[config.mk]
export PLATFORM = sky130hd
export DESIGN_NAME = time_set_sequencer
export DESIGN_NICKNAME = d
export VERILOG_FILES = /design/src/rtl/time_set_sequencer.sv
export SDC_FILE = /design/constraint.sdc
export NUM_CORES = 1
export LEC_CHECK = 0
export CELL_PAD_IN_SITES_DETAIL_PLACEMENT = 1
export CELL_PAD_IN_SITES_GLOBAL_PLACEMENT = 1
export CORE_MARGIN = 2
export CORE_UTILIZATION = 40
export CTS_CLUSTER_SIZE = 28
export DETAILED_ROUTE_END_ITERATION = 10
export GPL_ROUTABILITY_DRIVEN = 0
export GPL_TIMING_DRIVEN = 0
export HOLD_SLACK_MARGIN = 0.15
export PLACE_DENSITY = 0.68
export RECOVER_POWER = 100
export SKIP_CTS_REPAIR_TIMING = 1
export SLEW_MARGIN = 20
export SYNTH_ARGS = -nofsm -noshare
export SYNTH_HDL_FRONTEND = slang
export SYNTH_SLANG_ARGS = --single-unit
[constraint.sdc]
create_clock -name CLK -period 2.2 [get_ports CLK]
set_input_delay 0.44 -clock CLK [delete_from_list [all_inputs] [get_ports CLK]]
set_output_delay 0.44 -clock CLK [all_outputs]
set_load 0.02 [all_outputs]
[src/rtl/time_set_sequencer.sv]
// Front-panel time/date setting controller: turns debounced MODE/NEXT/UP/DOWN
// buttons into FLAG/UP/DOWN selector codes, with auto-repeat, timeout and blink.
module time_set_sequencer #(
    parameter int REPEAT_DELAY = 50_000_000,
    parameter int REPEAT_RATE  = 10_000_000,
    parameter int TIMEOUT      = 500_000_000,
    parameter int BLINK_HALF   = 25_000_000
) (
    input  logic       CLK,
    input  logic       RESET,
    input  logic       BTN_MODE,
    input  logic       BTN_NEXT,
    input  logic       BTN_UP,
    input  logic       BTN_DOWN,
    output logic [2:0] FLAG,
    output logic [2:0] UP,
    output logic [2:0] DOWN,
    output logic [2:0] SEL_FIELD,
    output logic       BLINK
);

    // state      | meaning
    // ST_NORMAL  | clock running, buttons other than MODE ignored
    // ST_SET     | setting mode, selected field blinks and takes UP/DOWN steps
    typedef enum logic {ST_NORMAL, ST_SET} state_t;

    localparam int HOLD_MAX = (REPEAT_DELAY > REPEAT_RATE) ? REPEAT_DELAY : REPEAT_RATE;
    localparam int HOLD_W   = $clog2(HOLD_MAX + 1);
    localparam int IDLE_W   = $clog2(TIMEOUT + 1);
    localparam int BLINK_W  = $clog2(BLINK_HALF + 1);

    localparam logic [HOLD_W-1:0]  DELAY_TC  = HOLD_W'(REPEAT_DELAY);
    localparam logic [HOLD_W-1:0]  RATE_TC   = HOLD_W'(REPEAT_RATE);
    localparam logic [HOLD_W-1:0]  HOLD_SAT  = HOLD_W'(HOLD_MAX);
    localparam logic [HOLD_W-1:0]  HOLD_ONE  = HOLD_W'(1);
    localparam logic [IDLE_W-1:0]  IDLE_TC   = IDLE_W'(TIMEOUT - 1);
    localparam logic [IDLE_W-1:0]  IDLE_SAT  = IDLE_W'(TIMEOUT);
    localparam logic [IDLE_W-1:0]  IDLE_ONE  = IDLE_W'(1);
    localparam logic [BLINK_W-1:0] BLINK_TC  = BLINK_W'(BLINK_HALF - 1);
    localparam logic [BLINK_W-1:0] BLINK_ONE = BLINK_W'(1);

    state_t             state;
    logic               s_mode, s_next, s_up, s_down;
    logic               p_mode, p_next, p_up, p_down;
    logic [HOLD_W-1:0]  hold_cnt;
    logic               rep;
    logic               hold_block;
    logic [IDLE_W-1:0]  idle_cnt;
    logic [BLINK_W-1:0] blink_cnt;

    logic rise_mode, rise_next, rise_up, rise_down, any_rise;
    logic single_up, single_down, hold_tc, step;

    always_comb begin
        rise_mode   = s_mode & ~p_mode;
        rise_next   = s_next & ~p_next;
        rise_up     = s_up & ~p_up;
        rise_down   = s_down & ~p_down;
        any_rise    = rise_mode | rise_next | rise_up | rise_down;
        single_up   = s_up & ~s_down;
        single_down = s_down & ~s_up;
        hold_tc     = rep ? (hold_cnt == RATE_TC) : (hold_cnt == DELAY_TC);
        // hold_block keeps a button held across NEXT/MODE from stepping the new field
        step        = (single_up | single_down) & ~hold_block & (rise_up | rise_down | hold_tc);
    end

    always_ff @(posedge CLK) begin
        if (RESET) begin
            state      <= ST_NORMAL;
            s_mode     <= 1'b0;
            s_next     <= 1'b0;
            s_up       <= 1'b0;
            s_down     <= 1'b0;
            p_mode     <= 1'b0;
            p_next     <= 1'b0;
            p_up       <= 1'b0;
            p_down     <= 1'b0;
            hold_cnt   <= '0;
            rep        <= 1'b0;
            hold_block <= 1'b0;
            idle_cnt   <= '0;
            blink_cnt  <= '0;
            FLAG       <= 3'b000;
            UP         <= 3'b000;
            DOWN       <= 3'b000;
            SEL_FIELD  <= 3'b000;
            BLINK      <= 1'b0;
        end else begin
            s_mode <= BTN_MODE;
            s_next <= BTN_NEXT;
            s_up   <= BTN_UP;
            s_down <= BTN_DOWN;
            p_mode <= s_mode;
            p_next <= s_next;
            p_up   <= s_up;
            p_down <= s_down;
            UP     <= 3'b000;
            DOWN   <= 3'b000;

            case (state)
                ST_NORMAL: begin
                    FLAG       <= 3'b000;
                    SEL_FIELD  <= 3'b000;
                    BLINK      <= 1'b0;
                    hold_cnt   <= '0;
                    rep        <= 1'b0;
                    hold_block <= 1'b0;
                    idle_cnt   <= '0;
                    blink_cnt  <= '0;
                    if (rise_mode) begin
                        state      <= ST_SET;
                        FLAG       <= 3'b010;
                        SEL_FIELD  <= 3'b001;
                        BLINK      <= 1'b1;
                        hold_block <= s_up | s_down;
                    end
                end

                ST_SET: begin
                    if (rise_mode || (idle_cnt == IDLE_TC && !any_rise)) begin
                        state      <= ST_NORMAL;
                        FLAG       <= 3'b000;
                        SEL_FIELD  <= 3'b000;
                        BLINK      <= 1'b0;
                        hold_cnt   <= '0;
                        rep        <= 1'b0;
                        hold_block <= 1'b0;
                        idle_cnt   <= '0;
                        blink_cnt  <= '0;
                    end else if (rise_next) begin
                        SEL_FIELD  <= (SEL_FIELD == 3'b111) ? 3'b001 : SEL_FIELD + 3'b001;
                        BLINK      <= 1'b1;
                        blink_cnt  <= '0;
                        hold_cnt   <= '0;
                        rep        <= 1'b0;
                        hold_block <= s_up | s_down;
                        idle_cnt   <= '0;
                    end else begin
                        if (blink_cnt == BLINK_TC) begin
                            BLINK     <= ~BLINK;
                            blink_cnt <= '0;
                        end else begin
                            blink_cnt <= blink_cnt + BLINK_ONE;
                        end

                        if (any_rise || step)
                            idle_cnt <= '0;
                        else if (idle_cnt != IDLE_SAT)
                            idle_cnt <= idle_cnt + IDLE_ONE;

                        if (step) begin
                            UP       <= single_up ? SEL_FIELD : 3'b000;
                            DOWN     <= single_down ? SEL_FIELD : 3'b000;
                            hold_cnt <= HOLD_ONE;
                            rep      <= ~(rise_up | rise_down);
                        end else if (!(single_up || single_down) || hold_block) begin
                            hold_cnt   <= '0;
                            rep        <= 1'b0;
                            hold_block <= hold_block & (s_up | s_down);
                        end else if (hold_cnt != HOLD_SAT) begin
                            hold_cnt <= hold_cnt + HOLD_ONE;
                        end
                    end
                end

                default: state <= ST_NORMAL;
            endcase
        end
    end

endmodule

==> results summary, run 1 <==
The final hold violation count is 0. The power per standard cell area is 678 mW/mm2. By count the netlist is led by sky130_fd_sc_hd__nor2_1, sky130_fd_sc_hd__dfxtp_1, sky130_fd_sc_hd__xor2_1, sky130_fd_sc_hd__nand3_1, sky130_fd_sc_hd__xnor2_1. The count of unique library cells instantiated by Yosys came out at 45. The total overflow reported by the global router came out at 0.

The max-cap check violation count came out at 0. The layout overhead on the synthesized area is 24.5%. The count of inserted antenna diode cells is 0. In the post-synthesis netlist, the biggest area contributors are sky130_fd_sc_hd__dfxtp_1, sky130_fd_sc_hd__nor2_1, sky130_fd_sc_hd__xor2_1, sky130_fd_sc_hd__xnor2_1, sky130_fd_sc_hd__nand3_1. The worst path uses 100% of the clock period. Summed over all instances, the cell type with the most area after synthesis is sky130_fd_sc_hd__dfxtp_1. The synthesis warning total is 0. The DRC violation count after routing is 0. Once routing completed, OpenROAD measured the worst setup slack at -0.00220 ns.

Of the post-synthesis cell area, the dominant cell type holds 45.3%. The instance count after placement with tap cells included came out at 670. The worst setup path is of the reg -> reg kind. The core box area is 0.0109 mm2. The die footprint is 0.0121 mm2. The proportion of layout cells with a drive suffix above 1 is 15.7%. In this run the clock root is driven by a sky130_fd_sc_hd__clkbuf_16.

TritonCTS built the clock tree. The insertion delay to the later sink of the worst-skew pair came out at 0.35 ns. The number of nets still failing antenna checks after routing is 0. The overall track demand over capacity in global routing is 18.3%. The finished cells cover 0.00562 mm2. The checks that failed: negative setup slack. The leakage power summed over all cells came out at 1.91 nW.

The relative slew slack came out at 55.8%. Summed over all layers, the routed wires come to 11000 um. The detailed router's first-iteration violation count is 128.

The largest fanout of any net on the critical path came out at 7. The first-pass GRT wire length is 17100 um. The number of buffers added on ports came out at 16.

Across the routed clock network, the largest skew measured is 0.00730 ns. Detailed routing inserted a total of 3683 vias. Synthesis inferred 102 register bits. The number of H-tree levels is 3. The clock input transition at the sequential cells of the worst setup and hold paths is 0.07 ns. Data arrives at the worst endpoint at 2.49 ns. For this run, the post-layout net count is 571. The average instance in the mapped netlist occupies 8.79 um2. Setup repair after global routing could not meet its margin everywhere.

The final setup violation count came out at 1. The number of cell rows came out at 38. The number of max-slew violations in the final report is 0.

After the flow finishes, the layout carries non-filler instances totaling 699. In the routed layout, each cell is associated on average with a via count of 5.27. The number of global-route vias before repair came out at 3594.

The I/O pin total is 19. The starting density of the core is 41.2%. Synthesis handed over a netlist of 513 instances. The number of enable-type register cells in the synthesized netlist came out at 0. The classification of the worst-slack hold path is reg -> reg. From bottom edge to top edge, the die measures 110 um. The maximum buffer depth of the clock tree came out at 2. The area of the mapped netlist is 0.00451 mm2. The initial antenna violation count is 0. In the post-synthesis netlist, the cell with the most instances is sky130_fd_sc_hd__nor2_1. The routed wire length per instance is 15.7 um. The shortest period the worst path allows came out at 2.20 ns.

For this run, asynchronously set or reset flops after synthesis account for 0%. The number of clock sinks is 102. The most used flip-flop cell after synthesis is sky130_fd_sc_hd__dfxtp_1.

The startpoint type of the worst setup path is a flop. The highest clock rate came out at 454 MHz. The total clock buffers created by CTS came out at 9. The pin count of the biggest net entering global routing came out at 17. After legalization and detailed placement, the total HPWL measured 7460 um. The worst IR drop on VDD came out at 0.713 mV.

The worst-margin pin slew came out at 0.658 ns. The overall die width is 110 um. The instance area after placement came out at 0.00485 mm2.

The endpoint required time on the critical path is 2.49 ns. Before antenna repair, the detailed router went through 5 iterations. The run finished, with violations left. The register area share after synthesis came out at 45.3%. The nature of the critical path endpoint is a flop.
-- state kept, by name, summed over array words and instances (netlist names), 3 cells and up --
register and cells:
DOWN 3, hold_cnt 26, blink_cnt 25, SEL_FIELD 3, UP 3, idle_cnt 29
-- placed cells by master, fill, tap and decap left out, types with 3 or more instances in the layout --
cell,count
sky130_fd_sc_hd__nand4_1,12
sky130_fd_sc_hd__dlygate4sd3_1,7
sky130_fd_sc_hd__nor2_1,90
sky130_fd_sc_hd__nand3_1,36
sky130_fd_sc_hd__clkbuf_16,10
sky130_fd_sc_hd__buf_4,15
sky130_fd_sc_hd__nand2_1,28
sky130_fd_sc_hd__clkdlybuf4s50_1,9
sky130_fd_sc_hd__nor4b_1,5
sky130_fd_sc_hd__nor2_2,6
sky130_fd_sc_hd__and2_1,5
sky130_fd_sc_hd__xnor2_1,31
sky130_fd_sc_hd__or4_1,4
sky130_fd_sc_hd__or4_4,3
sky130_fd_sc_hd__dfxtp_4,3
sky130_fd_sc_hd__nor2b_1,9
sky130_fd_sc_hd__bufinv_16,3
sky130_fd_sc_hd__buf_8,4
sky130_fd_sc_hd__nor3_2,3
sky130_fd_sc_hd__nand2b_1,6
sky130_fd_sc_hd__dfxtp_1,96
sky130_fd_sc_hd__dfxtp_2,3
sky130_fd_sc_hd__a21oi_1,5
sky130_fd_sc_hd__nor3_1,10
sky130_fd_sc_hd__xor2_1,40
sky130_fd_sc_hd__and3_1,25
sky130_fd_sc_hd__inv_1,12
sky130_fd_sc_hd__nor2_4,9
sky130_fd_sc_hd__nor4_1,6
sky130_fd_sc_hd__ha_1,7
sky130_fd_sc_hd__ha_4,3
sky130_fd_sc_hd__and4_1,6
-- per-stage QoR --
step | setup WS (ns) | total power [W] | utilization (%) | hold WS (ns) | setup TNS [ns]
final | -0.00220 | 0.00380 | 51.4 | 0.466 | -0.00220
after global routing | -0.0571 | 0.00394 | 51.4 | 0.483 | -0.881
after CTS | -0.512 | 0.00382 | 47.4 | 0.472 | -35.43
after detailed placement | -0.485 | 0.00202 | 44.3 | 0.459 | -33.28
after global placement | -0.343 | 0.00201 | 44.3 | 0.452 | -21.27
after floorplan | 0.0218 | 0.00197 | - | 0.438 | 0
-- final timing paths --
path | from | cells past startpoint | slack (ns) | end
min | s_next | 1 | 0.47 | p_next
min reg2reg | s_next | 1 | 0.47 | p_next
max | hold_cnt[0] | 10 | -0.002 | idle_cnt[26]
max reg2reg | hold_cnt[0] | 10 | -0.002 | idle_cnt[26]
-- power by group --
| part | leakage, nW | switching [W] | internal [W] |
|---|---|---|---|
| Clock | 0.161 | 0.000703 | 0.00110 |
| Combinational | 0.924 | 0.0000766 | 0.0000535 |
| Sequential | 0.827 | 0.0000109 | 0.00186 |
| Total | 1.91 | 0.000790 | 0.00301 |
-- logic make-up after synthesis --
family | count (synthesis) | share of synthesized area, %
muxes | 1 | 0.222
other | 1 | 0.0832
DFF | 102 | 45.3
buffers and inverters | 28 | 3.14
xor gates and xnor gates | 71 | 13.8
adders and majority gates | 10 | 2.77
and+or+nand+nor | 280 | 31.6
AOI/OAI and AO/OA | 20 | 3.08
-- area by class of cell --
cell class                      count  area, um2
Tap cell                          140        175
Timing Repair Buffer               31        298
Sequential cell                   102       2060
Inverter                           14       52.6
Fill cell                        1260       5320
Buffer                             13        130
Clock buffer                        9        225
Multi-Input combinational cell    384       2570
Clock inverter                      6        111
-- critical path, cell delays in order, from the launching register on --
cell	delay (ns)
sky130_fd_sc_hd__dfxtp_2	0.35
sky130_fd_sc_hd__inv_2	0.06
sky130_fd_sc_hd__ha_4	0.16
sky130_fd_sc_hd__nor4bb_4	0.15
sky130_fd_sc_hd__and4_1	0.18
sky130_fd_sc_hd__o2111a_1	0.16
sky130_fd_sc_hd__nor2b_1	0.15
sky130_fd_sc_hd__or4_4	0.51
sky130_fd_sc_hd__buf_8	0.17
sky130_fd_sc_hd__buf_4	0.15
sky130_fd_sc_hd__nor2_1	0.11
-- routing by layer --
metal	GRT usage [%]	wire (um)
met3	5.64	344
met5	0	0
met1	23.2	5160
met2	30.2	5410
met4	4.55	69
Power figures use the tool's default switching activity.
==> inputs of run 2 (changes only) <==
Settings changed: CORE_UTILIZATION 40 to 42, PLACE_DENSITY 0.68 to 0.71.
==> results summary, run 2 (synthesis gave the netlist of run 1 again) <==
The relative slew slack came out at 54.2% (-1.6 points). The proportion of layout cells with a drive suffix above 1 came to 12.8% (-2.9 points). The total wirelength of the detailed-routed design was 10300 um (-6.1%). The run finished with clean final reports. The number of global-route vias before repair came out at 3599 (+0.14%).

The startpoint type of the worst setup path is a flop. The arrival time reported for the critical path endpoint is 2.45 ns (-0.04 ns). The initial antenna violation count is 0 (unchanged). The utilization of the core after routing is 50.5% (-0.88 points). The layout overhead on the synthesized area came out at 16.1%.

The final setup violation count came out at 0 (-1). The shortest period the worst path allows came out at 2.13 ns (-0.0674 ns). The DRC violation count after routing came to 0 (unchanged). The detailed router's first-iteration violation count came out at 88 (-31%). The count of TritonRoute iterations in the first routing pass is 4 (-1). The insertion delay to the later sink of the worst-skew pair is 0.38 ns (+0.03 ns).

The pin count of the biggest net entering global routing is 16 (-1). The power per standard cell area came out at 586 mW/mm2 (-13%). The starting density of the core came out at 43.5% (+2.2 points). The die footprint came out at 0.0116 mm2 (-4.6%). The via count of the routed design is 3578 (-2.9%).

The total overflow reported by the global router was 0 (unchanged). The highest clock rate came to 468 MHz (+3.2%). The routed wire length per instance is 15.0 um (-4.8%).

The total clock buffers created by CTS came out at 9 (unchanged). TritonCTS built the clock tree. Walking the worst path, the cells encountered are ha_4 -> and4_4 -> nand2_4 -> nor4_4 -> a21o_4 -> or4_4 -> buf_8 -> buf_8 -> nor2_1. The I/O pin total is 19 (unchanged). The count of inserted antenna diode cells came out at 0 (unchanged). The overall track demand over capacity in global routing is 18.9% (+0.62 points). The setup skew after layout came out at 0.0133 ns (+0.00598 ns). The number of cell rows is 37 (-2.6%). The net total in the final layout is 564 (-1.2%). The root buffer selected by CTS is sky130_fd_sc_hd__clkbuf_8. In this run the worst hold path is classified as reg -> reg.

The number of clock sinks came out at 102 (unchanged). idle_cnt holds more flip-flops than any other register. The top cell types in the final layout, fill and taps aside, are sky130_fd_sc_hd__nor2_1, sky130_fd_sc_hd__dfxtp_1, sky130_fd_sc_hd__xor2_1, sky130_fd_sc_hd__nand3_1, sky130_fd_sc_hd__xnor2_1. The period utilization is 97.0% (-3.1 points). Leaving out fill and tap cells, the most frequent cell in the layout is sky130_fd_sc_hd__nor2_1. The overall die width is 108 um (-2.3%). Setup repair after global routing could not meet its margin everywhere. The worst setup path is captured at a flop.

The via density per instance is 5.19 (-1.4%). The cell that appears most often on the critical path is sky130_fd_sc_hd__buf_8. The worst-margin pin slew is 0.682 ns (+0.0237 ns).

The largest registers in the layout are idle_cnt: 29 flops, hold_cnt: 26 flops, blink_cnt: 25 flops. The number of buffers added on ports is 16 (unchanged). The number of max-slew violations in the final report came to 0 (unchanged). The number of filler cells placed in the layout is 1236 (-1.9%). The worst stage delay on the critical path came out at 0.49 ns (-0.02 ns). The number of nets still failing antenna checks after routing came out at 0 (unchanged). The count of cells along the worst hold path is 1 (unchanged). The endpoint required time on the critical path came out at 2.51 ns (+0.02 ns).

The largest fanout of any net on the critical path was 10 (+3). The worst IR drop on VDD is 0.407 mV (-43%). The maximum buffer depth of the clock tree is 2 (unchanged). The summed negative setup slack over all endpoints came out at 0 ns (+0.00220 ns). The clock input transition at the sequential cells of the worst setup and hold paths is 0.10 ns (+0.03 ns).

The depth of the worst register-to-register path came out at 9 (-1). The max-cap check violation count came out at 0 (unchanged). The number of H-tree levels is 3 (unchanged). The final HPWL from detailed placement was 7450 um (-0.10%). The leakage power summed over all cells is 1.76 nW (-8.0%). The first-pass GRT wire length came out at 17200 um (+0.44%). The standard cell with the maximum stage delay on the critical path is sky130_fd_sc_hd__or4_4.

The die boundary height came out at 108 um (-2.3%). The final hold violation count is 0 (unchanged). The flip-flop count of the largest register after layout is 29 (unchanged). The sum of internal, switching and leakage power was 0.00307 W (-19%). The core box area is 0.0104 mm2 (-5.2%). The critical path start-end classification is reg -> reg.
run 2: changes by cell type in the layout (fill, tap and decap cells not counted), moves of 3 or more:
cell / delta
sky130_fd_sc_hd__clkbuf_16: -10
sky130_fd_sc_hd__clkbuf_8: +10
sky130_fd_sc_hd__nor2_4: -9
sky130_fd_sc_hd__nor2_1: +7
sky130_fd_sc_hd__dfxtp_2: +6
sky130_fd_sc_hd__dfxtp_1: -5
sky130_fd_sc_hd__buf_4: -4
sky130_fd_sc_hd__bufinv_16: -3
sky130_fd_sc_hd__clkbuf_1: +3
run 2: worst paths after layout:
kind,from,endpoint,slack (ns)
worst max-delay path,idle_cnt[0],idle_cnt[9],0.07
worst min-delay path,blink_cnt[0],blink_cnt[0],0.46
worst max register to register,idle_cnt[0],idle_cnt[9],0.07
worst min register to register,blink_cnt[0],blink_cnt[0],0.46
run 2: critical path, delay by kind of cell (launching register included):
| family | cells | cell delay [ns] |
|---|---|---|
| buffers and inverters | 2 | 0.30 |
| and+or+nand+nor | 5 | 0.96 |
| AOI/OAI and AO/OA | 1 | 0.25 |
| DFF | 1 | 0.38 |
| adders and majority gates | 1 | 0.17 |
run 2: final cells by class:
class / count / area (um2) / share of cell area, %
inverters: 14 / 52.6 / 1.00
repair buffers: 25 / 228 / 4.35
clock inverters: 3 / 20.0 / 0.383
flip-flops and latches: 102 / 2060 / 39.4
well taps: 136 / 170 / 3.25
clock buffers: 13 / 149 / 2.84
plain buffers: 12 / 103 / 1.96
multi-input cells: 384 / 2450 / 46.8
run 2: power by group:
group | internal, W | switching, W
combinational | 0.0000494 | 0.0000716
clock | 0.000443 | 0.000640
sequential | 0.00186 | 0.0000100
run 2: routing by layer:
metal	vias up	track usage, %	part of all wire (%)
met2	24	31.4	49
met5	-	0	0
li1	1807	-	-
met4	0	6.04	1.4
met3	12	4.36	2.1
met1	1735	24.2	48
run 2: metrics by stage:
step | setup slack [ns] | area [um2] | instances | hold slack, ns
2_1_floorplan | 0.0218 | 4510 | 514 | 0.438
3_3_place_gp | -0.343 | 4840 | 666 | 0.446
3_5_place_dp | -0.481 | 4840 | 666 | 0.466
4_1_cts | -0.512 | 5010 | 682 | 0.474
5_1_grt | -0.0159 | 5230 | 689 | 0.477
6_report | 0.0652 | 5230 | 689 | 0.462
==> variant, RTL diff (config.mk and constraints of run 1) <==
Set the parameter `BLINK_HALF` to 50_000_000 (it was 25_000_000).
--- a/src/rtl/time_set_sequencer.sv
+++ b/src/rtl/time_set_sequencer.sv
@@ -4,7 +4,7 @@
     parameter int REPEAT_DELAY = 50_000_000,
     parameter int REPEAT_RATE  = 10_000_000,
     parameter int TIMEOUT      = 500_000_000,
-    parameter int BLINK_HALF   = 25_000_000
+    parameter int BLINK_HALF   = 50_000_000
 ) (
     input  logic       CLK,
     input  logic       RESET,
Behaviour: no difference found for any inputs over 4 cycles, from zero or initial values and one cycle with RESET high; that may be too few to reach the edited logic, so the function may still have changed.
==> variant against run 1 <==
- the flow finishes with violations (design-rule violations, negative setup slack)
- sequential cell count increased by 1
- area after synthesis increased by 5.2%
- cell area increased by 3.1%
- utilization decreased by 1.1 points
- power decreased by 9.4%
- non-clock buffer count increased by 10
- setup slack got worse by 62 ps
- wire length increased by 5.9%
- global-route usage decreased by 0.14 points
- sequential share of layout area decreased by 0.56 points
- count of clock-buffer cells in the layout increased by 1
- critical path type unchanged
- critical endpoint is now blink_cnt[2]$_SDFF_PP0_
==> variant: results (changes against run 1) <==
- Status: finished with violations
- Failing checks: design-rule violations, negative setup slack
- Hold endpoint: hold_block$_SDFFE_PP0P_
- Met2 Usage GRT: 29.52% (-0.72 points)
- Arrival time of the worst setup path: 2510 ps (+20 ps)
- Commonest cells in the netlist: 103 x dfxtp_1, 102 x nor2_1, 46 x xor2_1
- Drt pass-1 iters: 7 (+2)
- Hold Crit Depth: 2 (+1)
- Detailed Route Iter0 Violations: 138 (+7.8%)
- Final Setup Violations: 15 (+14)
- Met3 usage: 5.196% (-0.45 points)
- Hold wc startpoint: hold_block$_SDFFE_PP0P_
- Setup ws final: -63.83 ps (-61.63 ps)
- CP peak stage delay: 590 ps (+80 ps)
- M1 WL: 5496 um (+6.4%)
- GRT Util Overall: 18.12% (-0.14 points)
- Number of global-route vias before repair: 3861 (+7.4%)
- Clk pwr: 0.00143 W (-21%)
- Leakage: 1.910 nW (-0.14%)
- Via count: 3897 (+5.8%)
- Mean Syn Cell Area: 8.852 sq um (+0.70%)
- DR WL met3: 299 um (-13%)
- Post-DP HPWL: 7948 um (+6.6%)
- Drc violations: 3 (+3)
- Total power: 0.003445 W (-9.4%)
- Worst-path maximum fanout: 6 (-1)
- Int Pwr: 0.002681 W (-11%)
- Cells after DPL: 696 (+3.9%)
- Pin count of the biggest net entering global routing: 16 (-1)
- Dpl cell area: 5097 sq um (+5.1%)
- Layout cell share with drive strength beyond 1: 13.78% (-2.0 points)
- Met2 Wirelength: 5739 um (+6.1%)
- Sequential share of the synthesized area: 43.46% (-1.8 points)
==> variant: cell types whose count changed after synthesis, sizes merged, moves of 4 or more <==
cell | before | now
and3 | 26 | 8
xor2 | 40 | 46
mux2i | 1 | 5
or3 | 2 | 6
nor4 | 8 | 12
or4 | 7 | 1
nor3 | 14 | 21
inv | 14 | 18
nand4 | 12 | 29
and4 | 6 | 11
==> variant: final cells by class <==
class / count / area, sq um / area share (%)
multi-input combinational: 399 / 2678 / 46.25
sequential: 103 / 2088 / 36.07
timing repair buffer: 38 / 385.4 / 6.657
clock buffer: 10 / 229.0 / 3.955
tap: 143 / 178.9 / 3.091
buffer: 16 / 135.1 / 2.334
inverter: 18 / 70.07 / 1.210
clock inverter: 4 / 25.02 / 0.4322
==> variant: cells by family after synthesis <==
logic type      share of synthesized area (%)
simple gates                            32.23
flops                                   43.46
xor+xnor                                13.66
buf+inv                                 3.270
compound gates                          3.613
fa+ha+maj                               2.637
mux                                     1.055
other cells                           0.07904
